==> src/rtl/taus_pkg.sv <==
// Shared constants, types and step/seed helpers for the multi-channel taus88 uniform generator.
package taus_pkg;

  localparam logic [31:0] TAUS_GOLDEN = 32'h9E37_79B9;

  localparam logic [31:0] MIN_S0 = 32'd2;
  localparam logic [31:0] MIN_S1 = 32'd8;
  localparam logic [31:0] MIN_S2 = 32'd16;

  localparam logic [31:0] MASK_S0 = 32'hFFFF_FFFE;
  localparam logic [31:0] MASK_S1 = 32'hFFFF_FFF8;
  localparam logic [31:0] MASK_S2 = 32'hFFFF_FFF0;

  localparam int unsigned S0_SHL = 32'd13;
  localparam int unsigned S0_SHR = 32'd19;
  localparam int unsigned S0_SHM = 32'd12;
  localparam int unsigned S1_SHL = 32'd2;
  localparam int unsigned S1_SHR = 32'd25;
  localparam int unsigned S1_SHM = 32'd4;
  localparam int unsigned S2_SHL = 32'd3;
  localparam int unsigned S2_SHR = 32'd11;
  localparam int unsigned S2_SHM = 32'd17;

  typedef enum logic [1:0] {
    SEL_S0 = 2'd0,
    SEL_S1 = 2'd1,
    SEL_S2 = 2'd2
  } seed_sel_e;

  typedef struct packed {
    logic [31:0] s0;
    logic [31:0] s1;
    logic [31:0] s2;
  } taus_state_t;

  // All arithmetic stays 32 bits wide so bits shifted past the MSB are dropped.
  function automatic taus_state_t taus_step(input taus_state_t s);
    taus_state_t n;
    logic [31:0] b;
    b    = ((s.s0 << S0_SHL) ^ s.s0) >> S0_SHR;
    n.s0 = ((s.s0 & MASK_S0) << S0_SHM) ^ b;
    b    = ((s.s1 << S1_SHL) ^ s.s1) >> S1_SHR;
    n.s1 = ((s.s1 & MASK_S1) << S1_SHM) ^ b;
    b    = ((s.s2 << S2_SHL) ^ s.s2) >> S2_SHR;
    n.s2 = ((s.s2 & MASK_S2) << S2_SHM) ^ b;
    return n;
  endfunction

  function automatic logic [31:0] taus_out(input taus_state_t s);
    return s.s0 ^ s.s1 ^ s.s2;
  endfunction

  // A component seeded below its minimum collapses to a short cycle, so it is refused.
  function automatic logic seed_valid(input logic [1:0] sel, input logic [31:0] data);
    logic ok;
    case (seed_sel_e'(sel))
      SEL_S0:  ok = (data >= MIN_S0);
      SEL_S1:  ok = (data >= MIN_S1);
      SEL_S2:  ok = (data >= MIN_S2);
      default: ok = 1'b0;
    endcase
    return ok;
  endfunction

  function automatic taus_state_t taus_seed(input logic [31:0] mix, input logic [31:0] seed0,
                                            input logic [31:0] seed1, input logic [31:0] seed2);
    taus_state_t s;
    s.s0 = (seed0 ^ mix) | 32'h0000_0002;
    s.s1 = (seed1 ^ mix) | 32'h0000_0008;
    s.s2 = (seed2 ^ mix) | 32'h0000_0010;
    return s;
  endfunction

endpackage

==> src/rtl/taus_core.sv <==
// One taus88 channel: state registers, next-state logic and the per-word seed write port.
module taus_core
  import taus_pkg::*;
#(
  parameter int unsigned CH    = 0,
  parameter logic [31:0] SEED0 = 32'h0000_1234,
  parameter logic [31:0] SEED1 = 32'h0000_5678,
  parameter logic [31:0] SEED2 = 32'h0009_ABCD
) (
  input  logic        clk,
  input  logic        reset,
  input  logic        adv,
  input  logic        wr_en,
  input  logic [1:0]  wr_sel,
  input  logic [31:0] wr_data,
  output logic [31:0] tout
);

  localparam logic [31:0] MIX = 32'(CH) * TAUS_GOLDEN;
  localparam taus_state_t INIT = taus_seed(MIX, SEED0, SEED1, SEED2);

  taus_state_t state_r;
  taus_state_t next_s;

  // Next state and its output word, consumed by the top only when it advances.
  always_comb begin
    next_s = taus_step(state_r);
  end

  assign tout = taus_out(next_s);

  // A seed write overwrites one word and wins over stepping.
  always_ff @(posedge clk or negedge reset) begin
    if (!reset) begin
      state_r <= INIT;
    end else if (wr_en) begin
      case (seed_sel_e'(wr_sel))
        SEL_S0:  state_r.s0 <= wr_data;
        SEL_S1:  state_r.s1 <= wr_data;
        SEL_S2:  state_r.s2 <= wr_data;
        default: state_r    <= state_r;
      endcase
    end else if (adv) begin
      state_r <= next_s;
    end else begin
      state_r <= state_r;
    end
  end

endmodule

==> src/rtl/taus_urng_mc.sv <==
// Multi-channel taus88 uniform generator with seed loading and a valid/ready output stream.
module taus_urng_mc
  import taus_pkg::*;
#(
  parameter int unsigned NUM_CH = 2,
  parameter int unsigned OUT_W  = 32,
  parameter logic [31:0] SEED0  = 32'h0000_1234,
  parameter logic [31:0] SEED1  = 32'h0000_5678,
  parameter logic [31:0] SEED2  = 32'h0009_ABCD
) (
  input  logic                     clk,
  input  logic                     reset,
  input  logic                     en,
  input  logic                     seed_we,
  input  logic [2:0]               seed_ch,
  input  logic [1:0]               seed_sel,
  input  logic [31:0]              seed_data,
  output logic                     seed_err,
  output logic                     out_valid,
  input  logic                     out_ready,
  output logic [NUM_CH*OUT_W-1:0]  out_data
);

  logic                    adv_s;
  logic                    ch_ok_s;
  logic                    seed_ok_s;
  logic [31:0]             tout_s [NUM_CH];
  logic [NUM_CH*OUT_W-1:0] data_next_s;
  logic [NUM_CH*OUT_W-1:0] out_data_r;
  logic                    out_valid_r;
  logic                    seed_err_r;

  assign ch_ok_s   = ({1'b0, seed_ch} < 4'(NUM_CH));
  assign seed_ok_s = ch_ok_s & seed_valid(seed_sel, seed_data);
  // A seed write blocks stepping so the next beat comes from the freshly written state.
  assign adv_s     = en & ~seed_we & (~out_valid_r | out_ready);

  for (genvar c = 0; c < NUM_CH; c++) begin : g_ch
    logic wr_en_s;
    assign wr_en_s = seed_we & seed_ok_s & (seed_ch == 3'(c));

    taus_core #(
      .CH    (c),
      .SEED0 (SEED0),
      .SEED1 (SEED1),
      .SEED2 (SEED2)
    ) u_core (
      .clk     (clk),
      .reset   (reset),
      .adv     (adv_s),
      .wr_en   (wr_en_s),
      .wr_sel  (seed_sel),
      .wr_data (seed_data),
      .tout    (tout_s[c])
    );
  end

  // Pack the top OUT_W bits of each channel into its lane.
  always_comb begin
    data_next_s = '0;
    for (int c = 0; c < NUM_CH; c++) begin
      data_next_s[c*OUT_W +: OUT_W] = tout_s[c][31 -: OUT_W];
    end
  end

  // Output register, handshake and seed error pulse.
  always_ff @(posedge clk or negedge reset) begin
    if (!reset) begin
      out_valid_r <= 1'b0;
      out_data_r  <= '0;
      seed_err_r  <= 1'b0;
    end else begin
      seed_err_r <= seed_we & ~seed_ok_s;
      if (seed_we) begin
        out_valid_r <= 1'b0;
      end else if (adv_s) begin
        out_valid_r <= 1'b1;
        out_data_r  <= data_next_s;
      end else if (out_valid_r & out_ready) begin
        out_valid_r <= 1'b0;
      end else begin
        out_valid_r <= out_valid_r;
      end
    end
  end

  assign out_valid = out_valid_r;
  assign out_data  = out_data_r;
  assign seed_err  = seed_err_r;

endmodule

==> config.mk <==
export PLATFORM = sky130hd
export DESIGN_NAME = taus_urng_mc
export DESIGN_NICKNAME = d
export VERILOG_FILES = /design/src/rtl/taus_pkg.sv /design/src/rtl/taus_core.sv /design/src/rtl/taus_urng_mc.sv
export SDC_FILE = /design/constraint.sdc
export NUM_CORES = 1
export LEC_CHECK = 0
export CORE_ASPECT_RATIO = 1.2
export CORE_MARGIN = 1.5
export CORE_UTILIZATION = 58
export CTS_CLUSTER_DIAMETER = 120
export DETAILED_ROUTE_END_ITERATION = 10
export PLACE_DENSITY = 0.8
export SLEW_MARGIN = 20
export SYNTH_ARGS = -nofsm -noshare
export SYNTH_HDL_FRONTEND = slang
export SYNTH_SLANG_ARGS = --single-unit
==> constraint.sdc <==
create_clock -name clk -period 2.1 [get_ports clk]
set_input_delay 0.525 -clock clk [delete_from_list [all_inputs] [get_ports clk]]
set_output_delay 0.525 -clock clk [all_outputs]
set_load 0.01 [all_outputs]
== After elaboration in Yosys (flattened, before gate mapping) ==
Index checks and enable logic that the tools add are counted.

* Logic and storage cells: 73
* Bits of input ports: 42
* Memory bits (read-only): 0
* Output and inout port bits: 66
* Memories kept: 0
* Register bits: 258
* Bits in latches: 0
* RAM bits: 0

* Shift operators: 0
* Div/mod/pow operators: 0
* Reductions and logical operators: 12
* Multiplexer cells: 11
* Add/sub/neg operators: 0
* Order comparisons: 4
* Multiply operators: 0
* Bitwise gates (word level): 28
* Equal/unequal tests: 9

{| class="wikitable"
|+ Operators with widths
! kind !! count
|-
| two-way mux 96 bit || 4
|-
| bitwise XOR 32 bit || 10
|-
| two-way mux 32 bit || 3
|-
| bitwise XOR 32 x 13 -> 32 bit || 2
|-
| bitwise XOR 32 x 21 -> 32 bit || 2
|-
| bitwise XOR 32 x 7 -> 32 bit || 2
|-
| greater-or-equal comparator 32 x 2 -> 1 bit (second input constant) || 1
|-
| greater-or-equal comparator 32 x 4 -> 1 bit (second input constant) || 1
|-
| greater-or-equal comparator 32 x 5 -> 1 bit (second input constant) || 1
|-
| AND reduction 2 bit || 7
|-
| != test 2 bit (second input constant) || 6
|-
| AND 1 bit || 8
|-
| nonzero test 2 bit || 2
|-
| equality test 3 x 1 -> 1 bit (second input constant) || 1
|-
| zero test 3 bit || 1
|-
| less-than comparator 3 x 2 -> 1 bit (second input constant) || 1
|-
| two-way mux 1 bit || 3
|-
| inverter 1 bit || 3
|-
| case mux 1 bit (3 select lines) || 1
|-
| nonzero test 3 bit || 1
|-
| equality test 2 x 1 -> 1 bit (second input constant) || 1
|-
| equality test 2 bit (second input constant) || 1
|-
| zero test 2 bit || 1
|-
| OR 1 bit || 1
|}

== Longest topological paths before layout ==
Gate-level depths: netlist (run 1).

* Depth in word-level cells: 7
* Depth in mapped cells: 7

== Hierarchy ==
A second synthesis (run 1) with hierarchy kept.

* Cells, all modules: 1128
* Area total of the unflattened synthesis: 13216.4 um^2

{| class="wikitable"
|+ Modules (own cells, without submodules)
! module !! area each (um^2) !! cells each !! times used
|-
| taus_core (g_ch[1].u_core) || 5365.1 || 481 || 1
|-
| taus_core (g_ch[0].u_core) || 5205.0 || 480 || 1
|-
| taus_urng_mc || 2646.3 || 167 || 1
|}

== Worst setup path before layout (run 1) ==
OpenSTA, ideal clock, no wires.

* Path type: input to register
* Start point: input seed_data[11]
* End point: register g_ch[1].u_core.state_r[54] (netlist bit)
* Path slack: 14 ps
* Arrival time: 1960 ps
* Cell stages on the path: 7
* Setup time: 126 ps
* Data required time: 1974 ps
* Cells stage by stage: nor4_1 > and3_2 > a21o_4 > buf_6 > a211oi_4 > buf_6 > a221o_1

* Longest elaborated chain between the ends: 7
* Elaborated cells between the ends (all ways): 11

{| class="wikitable"
|+ Ends and longest elaborated chain
! what !! line !! text
|-
| from (decl) || taus_urng_mc.sv:17 || <nowiki>input logic [31:0] seed_data,</nowiki>
|-
| greater-or-equal comparator 32 x 5 -> 1 bit (tied with other cells) || taus_pkg.sv:59 || <nowiki>SEL_S2: ok = (data >= MIN_S2);</nowiki>
|-
| case mux 1 bit (3 select lines) * || taus_pkg.sv:56 || <nowiki>case (seed_sel_e'(sel))</nowiki>
|-
| AND 1 bit * || taus_urng_mc.sv:34 || <nowiki>assign seed_ok_s = ch_ok_s & seed_valid(seed_sel, seed_data);</nowiki>
|-
| AND 1 bit * (2 in a row) || taus_urng_mc.sv:40 || <nowiki>assign wr_en_s = seed_we & seed_ok_s & (seed_ch == 3'(c));</nowiki>
|-
| != test 2 bit (no line) / nonzero test 2 bit (equally long branches) || -- ||
|-
| AND reduction 2 bit (no line) || -- ||
|-
| to (signal assigned) || taus_core.sv:41 || <nowiki>default: state_r <= state_r;</nowiki>
|-
| to (signal assigned) || taus_core.sv:44 || <nowiki>state_r <= next_s;</nowiki>
|-
| to (signal assigned) || taus_core.sv:46 || <nowiki>state_r <= state_r;</nowiki>
|-
| to (decl) || taus_core.sv:22 || <nowiki>taus_state_t state_r;</nowiki>
|}

Mark *: on every way between the ends. The rest lies on a longest branch, timed or not.
A chain may end at the register's enable or synchronous reset.

== Worst setup path in the final report (run 1) ==
* Start point: input seed_data[21]
* End point: register g_ch[0].u_core.state_r[39] (netlist bit)

* Longest elaborated chain between the ends: 7
* Elaborated cells between the ends (all ways): 11

{| class="wikitable"
|+ Ends and longest elaborated chain
! what !! line
|-
| greater-or-equal comparator 32 x 5 -> 1 bit (tied with other cells) || taus_pkg.sv:59
|-
| case mux 1 bit (3 select lines) * || taus_pkg.sv:56
|-
| AND 1 bit * || taus_urng_mc.sv:34
|-
| AND 1 bit * (2 in a row) || taus_urng_mc.sv:40
|-
| != test 2 bit (no line) / nonzero test 2 bit (equally long branches) || --
|-
| AND reduction 2 bit (no line) || --
|-
| to (signal assigned) || taus_core.sv:41
|-
| to (signal assigned) || taus_core.sv:44
|-
| to (signal assigned) || taus_core.sv:46
|-
| to (decl) || taus_core.sv:22
|}

Marked as above.

==> results.toml, run 1 <==
[outcome]
run_status = "complete, but fails checks"
violations = "setup timing"

[synth]
postSynthAreaPerCell_um2 = 10.62
synth-edff-count = 0
synth_xor_area_frac = 0.1447
synth_top_family_by_area = "compound AO/OA/AOI/OAI gates"
synthCells = 1174
synth_nets = 1216
synth-compound-area-share = 0.1854
yosysSeqAreaShare = 0.4935
syn_area_um2 = 12470
synth_adder_area_share = 0
ys.flop_type = "dfrtp_1"
muxShareOfSynthArea = 0
synth_warnings = 0
async_flop_share = 1.000
synth-simple-area-share = 0.1279
synth-seq-cells = 242
synth_cell_types = 49

[global_route]
grt_max_degree = 61
grt_pass1_wl_um = 64310
antenna_found_initial = 1
track_usage = 0.3909
grt_overflow = 0
grt_pass1_vias = 10630

[sta]
post-route-period-util = 1.053
fin_crit_ns = 2.210
slew_violations = 0
hold_viol = 0
fin_setup_tns_ns = -0.8876
worstMarginPinSlew_ns = 0.8154
skew_ns = 0.01326
max_freq_mhz = 452.4
setup_ws_ns = -0.1104
timing.final.setup_violations = 9
max_slew_margin = 0.4525
rsz0062_at_grt = "true"

[placement]
port_buffers = 106
gp_congestion = 0.9505
hpwl_um = 29610

[setup_path]
crit_path_end_kind = "flop"
startpoint_type = "primary input"
cp.required_ns = 2.57
cp_max_fo = 9
r2r_slack_ns = 0.25
worstPathArrival_ns = 2.68
worst-setup-path-type = "primary input to flop"

[clock_tree]
cts_tree = "done"
clk_path_buf_depth = 3
clock_latency_ns = 0.54
cts_made_buffers = 24
htree_levels = 1
cts_root_buf = "clkbuf_16"
clock-sinks = 242
path_clk_slew_ns = 0.06

[job]
drv_cap = 0

[power_and_ir_drop]
power.density_nw_per_um2 = 1543
leakagePower_nw = 6.469
totalPowerFinal_mw = 24.31
max-vdd-ir-drop_mv = 0.9759
power_frac_seq = 0.388
swShare = 0.3812
clockPowerShare = 0.193
power_switching_mw = 9.267
p_comb_frac = 0.419
p_int_mw = 15.04

[route]
drc = 0
wl_um = 43440
vias = 10790
first_iter_violations = 1545
drtAntennaViolNets = 0
wl_per_cell_um = 26.83
via_per_inst = 6.666
first_pass_iters = 6

[floorplanning]
initial_core_util = 0.5924
row_count = 58
die_w_um = 136.8
core_um2 = 21050
dieArea_um2 = 22390
num_io_pins = 108
fp.dieH_um = 163.6

[cells_and_area]
nets = 1373
antennaDiodeCount = 0
mostFrequentLayoutCells = "dfrtp_1, xnor2_1, a221o_1"
area_delta_synth_final_pct = 26.37
drive_gt1_frac = 0.2150
layout_commonest_cell = "dfrtp_1"
fin_util = 0.7487
n_fill_cell = 1408

[worst_hold_path]
hold_class = "flop to flop"
==> sequential cells by signal, summed over array words and instances (netlist names) <==
name / cells
g_ch.u_core.state_r: 176
seed_err: 1
out_data: 64
out_valid: 1
==> final cells by class <==
class | instances | area (um^2) | area share
inverters | 28 | 105.1 | 0.006670
flip-flops and latches | 242 | 6153 | 0.3905
clock buffers | 33 | 684.4 | 0.04344
clock inverters | 11 | 172.7 | 0.01096
repair buffers | 240 | 2441 | 0.1549
well taps | 270 | 337.8 | 0.02144
multi-input cells | 795 | 5862 | 0.3720
==> synthesized netlist by cell type (all sizes together), types with 5 or more instances <==
cell / n / area share
dfrtp: 164 / 0.33
xnor2: 162 / 0.11
a221o: 149 / 0.12
nand2: 108 / 0.033
nor2: 95 / 0.029
dfstp: 78 / 0.16
clkbuf: 70 / 0.021
o21ai: 62 / 0.025
nor4: 56 / 0.030
xor2: 44 / 0.031
and2: 41 / 0.021
buf: 39 / 0.019
inv: 28 / 0.0084
o221ai: 19 / 0.013
a211oi: 10 / 0.010
nor3: 8 / 0.0032
nor3b: 5 / 0.0030
==> kinds of logic (layout without fill, tap and decap cells) <==
logic type,Yosys count,after routing
compound gates,259,259
xor+xnor,206,206
buf+inv,137,312
flops,242,242
simple gates,330,330
==> critical path, stage by stage <==
cell and delay, ns:
clkdlybuf4s50_1 0.53, nor4_2 0.06, and3_4 0.22, a21o_4 0.24, buf_12 0.12, buf_4 0.15
a211oi_4 0.57, a221o_1 0.25
==> stage by stage <==
| stage | instance area, um^2 | cells | hold WS, ns | setup WS, ns |
|---|---|---|---|---|
| 2_1_floorplan | 12470 | 1174 | 0.2294 | 0.01407 |
| 3_3_place_gp | 14600 | 1562 | 0.4524 | -0.7657 |
| 4_1_cts | 15590 | 1612 | 0.4837 | 0.01591 |
| 5_1_grt | 15760 | 1619 | 0.5078 | -0.09681 |
| 6_report | 15760 | 1619 | 0.4758 | -0.1104 |
| 3_5_place_dp | 14600 | 1562 | 0.4518 | -0.8004 |
==> layer usage <==
metal	GRT usage	share of wire
met5	0	0.00030
met4	0.3220	0.11
met3	0.08690	0.10
met2	0.5911	0.45
met1	0.4759	0.34
==> worst paths after layout <==
kind / cells after the start / from / endpoint
worst min register to register: 2 / out_data[47] / out_data[47]
worst max register to register: 5 / out_valid / g_ch[1].u_core.state_r[40]
worst max-delay path: 8 / seed_data[21] / g_ch[0].u_core.state_r[39]
worst min-delay path: 2 / out_data[47] / out_data[47]
min in group asynchronous: 2 / reset / g_ch[0].u_core.state_r[92]
max in group asynchronous: 3 / reset / g_ch[1].u_core.state_r[40]
==> what timing repair did <==
action,4_1_cts,5_1_grt
hold buffers,1,0
endpoints found under the setup margin,176,96
buffers inserted,5,5
cloned,1,2
endpoints found under the hold margin,29,0
pin swaps,6,9
resized for setup,40,13
==> power groups by stage <==
stage	Combinational [mW]	Sequential, mW	Clock (mW)
2_1_floorplan	6.40	8.69	0
3_3_place_gp	9.68	9.30	0
6_report	10.2	9.43	4.69
3_5_place_dp	9.90	9.36	0
4_1_cts	9.99	9.33	4.69
5_1_grt	10.9	9.56	4.90
Note: power is estimated with default switching activity, not from simulation.
==> inputs of run 2 (changes only) <==
--- a/config.mk
+++ b/config.mk
@@ -7,11 +7,13 @@
 export LEC_CHECK = 0
 export CORE_ASPECT_RATIO = 1.2
 export CORE_MARGIN = 1.5
-export CORE_UTILIZATION = 58
+export CORE_UTILIZATION = 59
 export CTS_CLUSTER_DIAMETER = 120
 export DETAILED_ROUTE_END_ITERATION = 10
-export PLACE_DENSITY = 0.8
+export MAX_ROUTING_LAYER = met4
+export PLACE_DENSITY = 0.81
 export SLEW_MARGIN = 20
 export SYNTH_ARGS = -nofsm -noshare
 export SYNTH_HDL_FRONTEND = slang
+export SYNTH_HIERARCHICAL = 1
 export SYNTH_SLANG_ARGS = --single-unit
==> run 2 against run 1 <==
Effect of this change:
- the flow finishes with violations (DRC, setup timing)
- first-iteration DRC count is 33% lower
- critical path depth grew 2
- sequential power grew 11%
- largest cell class is now multi-input combinational cells
- highest routed layer is now met4
==> results.toml, run 2 <==
[outcome]
run_status = "complete, but fails checks"
violations = "DRC, setup timing"

[synth]
yosysMostFrequentCell = "xnor2_1"
synth.top_cell.area_share = 0.3105
synth_cell_types = 40
synthCells = 1128
yosys-top-cells-area = "dfrtp_1, dfstp_2, xnor2_1"
postSynthAreaPerCell_um2 = 11.72
synth_warnings = 6
yosysSeqAreaShare = 0.4656
synth_nets = 1170
syn_area_um2 = 13220
synth_common_cells = "xnor2_1, dfrtp_1, mux2_2"
synth-seq-cells = 242
async_flop_share = 1.000
synth-edff-count = 0
ys.flop_type = "dfrtp_1"
synth.largest_area_cell = "dfrtp_1"

[worst_hold_path]
worstHoldStart = "out_data[0]"
worstHoldPathCells = 1
hold_class = "flop to flop"
worst_hold_path.endpoint = "out_data[0]"

[sta]
max_slew_margin = 0.4977
hold_viol = 0
skew_ns = 0.01795
slew_violations = 0
timing.final.setup_violations = 176
rsz0062_at_grt = "true"
fin_crit_ns = 2.434
fin_setup_tns_ns = -34.47
post-route-period-util = 1.159
setup_ws_ns = -0.3340
worstMarginPinSlew_ns = 0.7481
max_freq_mhz = 410.8

[global_route]
antenna_found_initial = 0
grt_pass1_wl_um = 68720
grt_overflow = 0
grt_max_degree = 48
track_usage = 0.4101
grt_pass1_vias = 11080

[route]
first_pass_iters = 8
first_iter_violations = 1040
vias = 10830
via_per_inst = 6.316
drc = 5
wl_per_cell_um = 29.28
wl_um = 50190
drtAntennaViolNets = 0

[cells_and_area]
antennaDiodeCount = 0
mostFrequentLayoutCells = "xnor2_1, dfrtp_1, mux2_4"
area_delta_synth_final_pct = 41.76
largest_reg_flops = 176
regMostFlops = "g_ch.u_core/state_r"
nets = 1462
drive_gt1_frac = 0.4306
layout_commonest_cell = "xnor2_1"
stdcell_area_um2 = 18740
layout.cells.non_filler = 1714

[floorplanning]
num_io_pins = 108
fp.dieH_um = 167.0
dieArea_um2 = 23310
row_count = 59
initial_core_util = 0.6048
core_um2 = 21850
die_w_um = 139.6

[setup_path]
crit_path_end_kind = "flop"
worstPathArrival_ns = 2.84
r2r_cells = 4
rr_endpoint = "out_data[5]"
cp_max_fo = 8
r2r_slack_ns = 0.18
worst-setup-path-type = "primary input to flop"
startpoint_type = "primary input"
cp.required_ns = 2.51
r2r_start = "g_ch[0].u_core/state_r[60]"

[clock_tree]
clk_path_buf_depth = 3
cts_tree = "done"
clock_latency_ns = 0.54
cts_root_buf = "clkbuf_16"
path_clk_slew_ns = 0.06
cts_made_buffers = 26
htree_levels = 1
clock-sinks = 242

[power_and_ir_drop]
swShare = 0.4013
leakagePower_nw = 8.235
power_frac_seq = 0.329
power.density_nw_per_um2 = 1703
clockPowerShare = 0.146
p_comb_frac = 0.525
p_int_mw = 19.11
power_switching_mw = 12.81
max-vdd-ir-drop_mv = 1.071

[placement]
place_ws_ns = -1.230
place_area_um2 = 16010
hpwl_um = 30890
place_inst = 1595
port_buffers = 107
gp_congestion = 1.039

[job]
drv_cap = 0
## run 2: cell types whose count changed after synthesis, sizes merged, moves of 41 or more
cell and change:
a221o -149, and2 -41, clkbuf -52, inv +77, mux2 +209, nand2 -62, nor2 -90, nor4 -49
## run 2: logic make-up (layout without fill, tap and decap cells)
| kind of cell | Yosys count | in the layout | synth area share |
|---|---|---|---|
| flops | 242 | 242 | 0.4656 |
| compound gates | 174 | 174 | 0.08217 |
| mux | 249 | 249 | 0.2160 |
| xor+xnor | 210 | 210 | 0.1392 |
| simple gates | 93 | 100 | 0.03919 |
| buf+inv | 160 | 465 | 0.05784 |
## run 2: per-stage QoR
stage / hold slack (ns) / util / total power [mW]
2_1_floorplan: 0.2294 / - / 19.56
3_5_place_dp: 0.4635 / 0.7327 / 25.18
4_1_cts: 0.4864 / 0.8277 / 30.45
6_report: 0.4846 / 0.8574 / 31.92
3_3_place_gp: 0.4632 / 0.7327 / 24.80
5_1_grt: 0.4956 / 0.8574 / 33.12
## run 2: repair_timing
action	CTS	global route
gates cloned	19	5
setup buffers	39	22
pin swaps	29	37
endpoints found under the setup margin	176	227
hold endpoints to repair	25	0
gates resized for setup	219	165
hold buffers	1	0
## run 2: area by class of cell
class                           count  area (um^2)
Clock inverter                      4        45.04
Clock buffer                       44        809.5
Timing Repair Buffer              312         3525
Inverter                          105        399.1
Multi-Input combinational cell    733         7461
Fill cell                         998         3115
Tap cell                          274        342.8
Sequential cell                   242         6153
## run 2: metal layers
layer / track usage / wire length (um) / vias to the layer above
met3: 0.07533 / 4037 / 305
met2: 0.6515 / 23520 / 715
met5: - / 0 / -
li1: - / - / 4412
met1: 0.4487 / 16980 / 5393
met4: 0.3391 / 5657 / 0
## run 2: power by group through the flow
stage	logic (mW)	registers, mW	clock network [mW]
after floorplan	9.92	9.64	0
after global placement	14.6	10.2	0
after detailed placement	14.9	10.3	0
after CTS	15.5	10.2	4.66
after global routing	17.6	10.7	4.86
final	16.7	10.5	4.67
## run 2: how the worst max path moves through the flow
stage	start	end	slack [ns]	cells past startpoint
after detailed placement	seed_data[1]	g_ch[0].u_core/state_r[40]	-1.23	9
after floorplan	seed_data[28]	g_ch[0].u_core/state_r[90]	-0.47	9
after global placement	seed_data[28]	g_ch[0].u_core/state_r[40]	-1.18	9
final	seed_data[2]	g_ch[1].u_core/state_r[46]	-0.33	10
after global routing	seed_data[28]	g_ch[1].u_core/state_r[46]	-0.37	10
after CTS	seed_data[3]	g_ch[1].u_core/state_r[71]	-0.21	12
## run 2: critical path, cell delays in order
cell and delay, ns:
buf_2 0.15, or4b_4 0.51, o32ai_4 0.18, nand4_1 0.23, o21ai_4 0.17, buf_8 0.19, nand3b_1 0.18, nand2_4 0.23
buf_12 0.17, mux2_4 0.31
==> inputs of run 3 (changes only) <==
--- a/config.mk
+++ b/config.mk
@@ -7,13 +7,13 @@
 export LEC_CHECK = 0
 export CORE_ASPECT_RATIO = 1.2
 export CORE_MARGIN = 1.5
-export CORE_UTILIZATION = 59
+export CORE_UTILIZATION = 58
 export CTS_CLUSTER_DIAMETER = 120
 export DETAILED_ROUTE_END_ITERATION = 10
 export MAX_ROUTING_LAYER = met4
-export PLACE_DENSITY = 0.81
+export PLACE_DENSITY = 0.8
+export REMOVE_ABC_BUFFERS = 1
 export SLEW_MARGIN = 20
 export SYNTH_ARGS = -nofsm -noshare
 export SYNTH_HDL_FRONTEND = slang
-export SYNTH_HIERARCHICAL = 1
 export SYNTH_SLANG_ARGS = --single-unit
==> run 3 against run 2 <==
Effect of this change:
- routed wire length fell by 19%
- largest cell class is now registers
- register-to-register slack barely moved
- critical path depth fell by 1
- global-route usage fell by 2.6 points
- clock-buffer cell count fell by 6
- hold slack got worse by 0.0083 ns
- clock skew fell by 0.0082 ns
- sequential power fell by 11%
- highest routed layer unchanged
- the flow finishes with violations (setup timing)
- total power fell by 26%
- clock power fell by 1%
- final cell count fell by 6.4%
==> results.toml, run 3 (synthesis results as in run 1) <==
[sta]
hold_viol = 0
max_slew_margin = 0.5623
timing.final.setup_violations = 7
holdWs_ns = 0.4764
slew_violations = 0
max_freq_mhz = 465.6
fin_setup_tns_ns = -0.09510
post-route-period-util = 1.023
worstMarginPinSlew_ns = 0.6545
setup_ws_ns = -0.04769
skew_ns = 0.009721
fin_crit_ns = 2.148

[clock_tree]
clock-sinks = 242
clock_latency_ns = 0.53
htree_levels = 1
path_clk_slew_ns = 0.06
cts_made_buffers = 25
clk_path_buf_depth = 3
cts_tree = "done"
cts_root_buf = "clkbuf_16"

[floorplanning]
num_io_pins = 108
fp.dieH_um = 163.6
initial_core_util = 0.5924
row_count = 58
dieArea_um2 = 22390
die_w_um = 136.8
core_um2 = 21050

[worst_hold_path]
worst_hold_path.endpoint = "out_data[23]"
worstHoldPathCells = 2
worstHoldStart = "out_data[23]"
hold_class = "flop to flop"

[route]
via_per_inst = 6.579
wl_um = 40870
wl_per_cell_um = 25.48
drc = 0
first_iter_violations = 1261
drtAntennaViolNets = 0
first_pass_iters = 6
vias = 10550

[outcome]
violations = "setup timing"
run_status = "complete, but fails checks"

[power_and_ir_drop]
power.density_nw_per_um2 = 1516
max-vdd-ir-drop_mv = 0.9412
totalPowerFinal_mw = 23.61
leakagePower_nw = 6.353

[cells_and_area]
area_delta_synth_final_pct = 24.93
drive_gt1_frac = 0.2054
mostFrequentLayoutCells = "dfrtp_1, xnor2_1, a221o_1"
stdcell_area_um2 = 15580
antennaDiodeCount = 0
regMostFlops = "g_ch.u_core.state_r"
nets = 1357
largest_reg_flops = 176
layout_commonest_cell = "dfrtp_1"

[setup_path]
crit_start = "seed_data[1]"
worstPathArrival_ns = 2.55
worst-setup-path-type = "primary input to flop"
r2r_cells = 6
r2r_slack_ns = 0.18
crit_path_end_kind = "flop"
cp.required_ns = 2.51
cp_max_fo = 8
r2r_start = "out_valid"
rr_endpoint = "g_ch[0].u_core.state_r[76]"
startpoint_type = "primary input"

[global_route]
grt_max_degree = 61
grt_overflow = 0
track_usage = 0.3843
antenna_found_initial = 0
grt_pass1_wl_um = 62160
grt_pass1_vias = 10660

[placement]
gp_congestion = 0.9533
hpwl_um = 27750
port_buffers = 106
place_ws_ns = -0.9065
place_area_um2 = 14470

[job]
drv_cap = 0
-- run 3: worst max-delay path by stage --
| stage | end | slack, ns | depth (start not counted) |
|---|---|---|---|
| floorplan | g_ch[0].u_core.state_r[70] | -8.81 | 4 |
| global placement | g_ch[0].u_core.state_r[72] | -0.90 | 9 |
| detailed placement | g_ch[0].u_core.state_r[72] | -0.91 | 9 |
| CTS | g_ch[0].u_core.state_r[71] | 0.03 | 10 |
| global route | g_ch[0].u_core.state_r[75] | -0.05 | 11 |
| finish | g_ch[0].u_core.state_r[75] | -0.05 | 9 |
-- run 3: critical path: stages --
cell	delay, ns
clkdlybuf4s50_1	0.49
o21ba_2	0.16
o21ai_2	0.07
buf_4	0.18
nor3_1	0.40
nor3_4	0.07
buf_12	0.15
clkbuf_16	0.16
a221o_1	0.33
-- run 3: final cells by class --
type | instances | area (um^2)
well taps | 270 | 337.8
clock buffers | 38 | 754.5
clock inverters | 8 | 93.84
repair buffers | 223 | 2287
inverters | 28 | 105.1
flip-flops and latches | 242 | 6153
multi-input cells | 795 | 5844
fillers | 1457 | 5469
-- run 3: stage by stage --
stage	std cells	util
floorplan	1065	-
global placement	1545	0.6877
detailed placement	1545	0.6877
CTS	1601	0.7382
global route	1604	0.7401
finish	1604	0.7401
-- run 3: layer usage --
metal / global-route usage / vias to the layer above / wire length, um
li1: - / 4494 / -
met5: - / - / 0
met2: 0.6012 / 687 / 19520
met3: 0.07790 / 209 / 4124
met4: 0.2330 / 0 / 3110
met1: 0.4570 / 5162 / 14110
-- run 3: report_power, final --
group	internal [mW]	total, mW	leakage (nW)	switching, mW
Combinational	5.17	9.66	3.04	4.49
Sequential	7.05	9.35	2.89	2.30
Clock	2.72	4.60	0.424	1.88
-- run 3: what timing repair did --
action / CTS / global route
setup endpoints to repair: 177 / 78
hold buffers: 1 / 0
pin swaps: 9 / 6
gates cloned: 2 / 2
setup buffers: 9 / 3
resized for setup: 54 / 14
hold endpoints to repair: 37 / 0
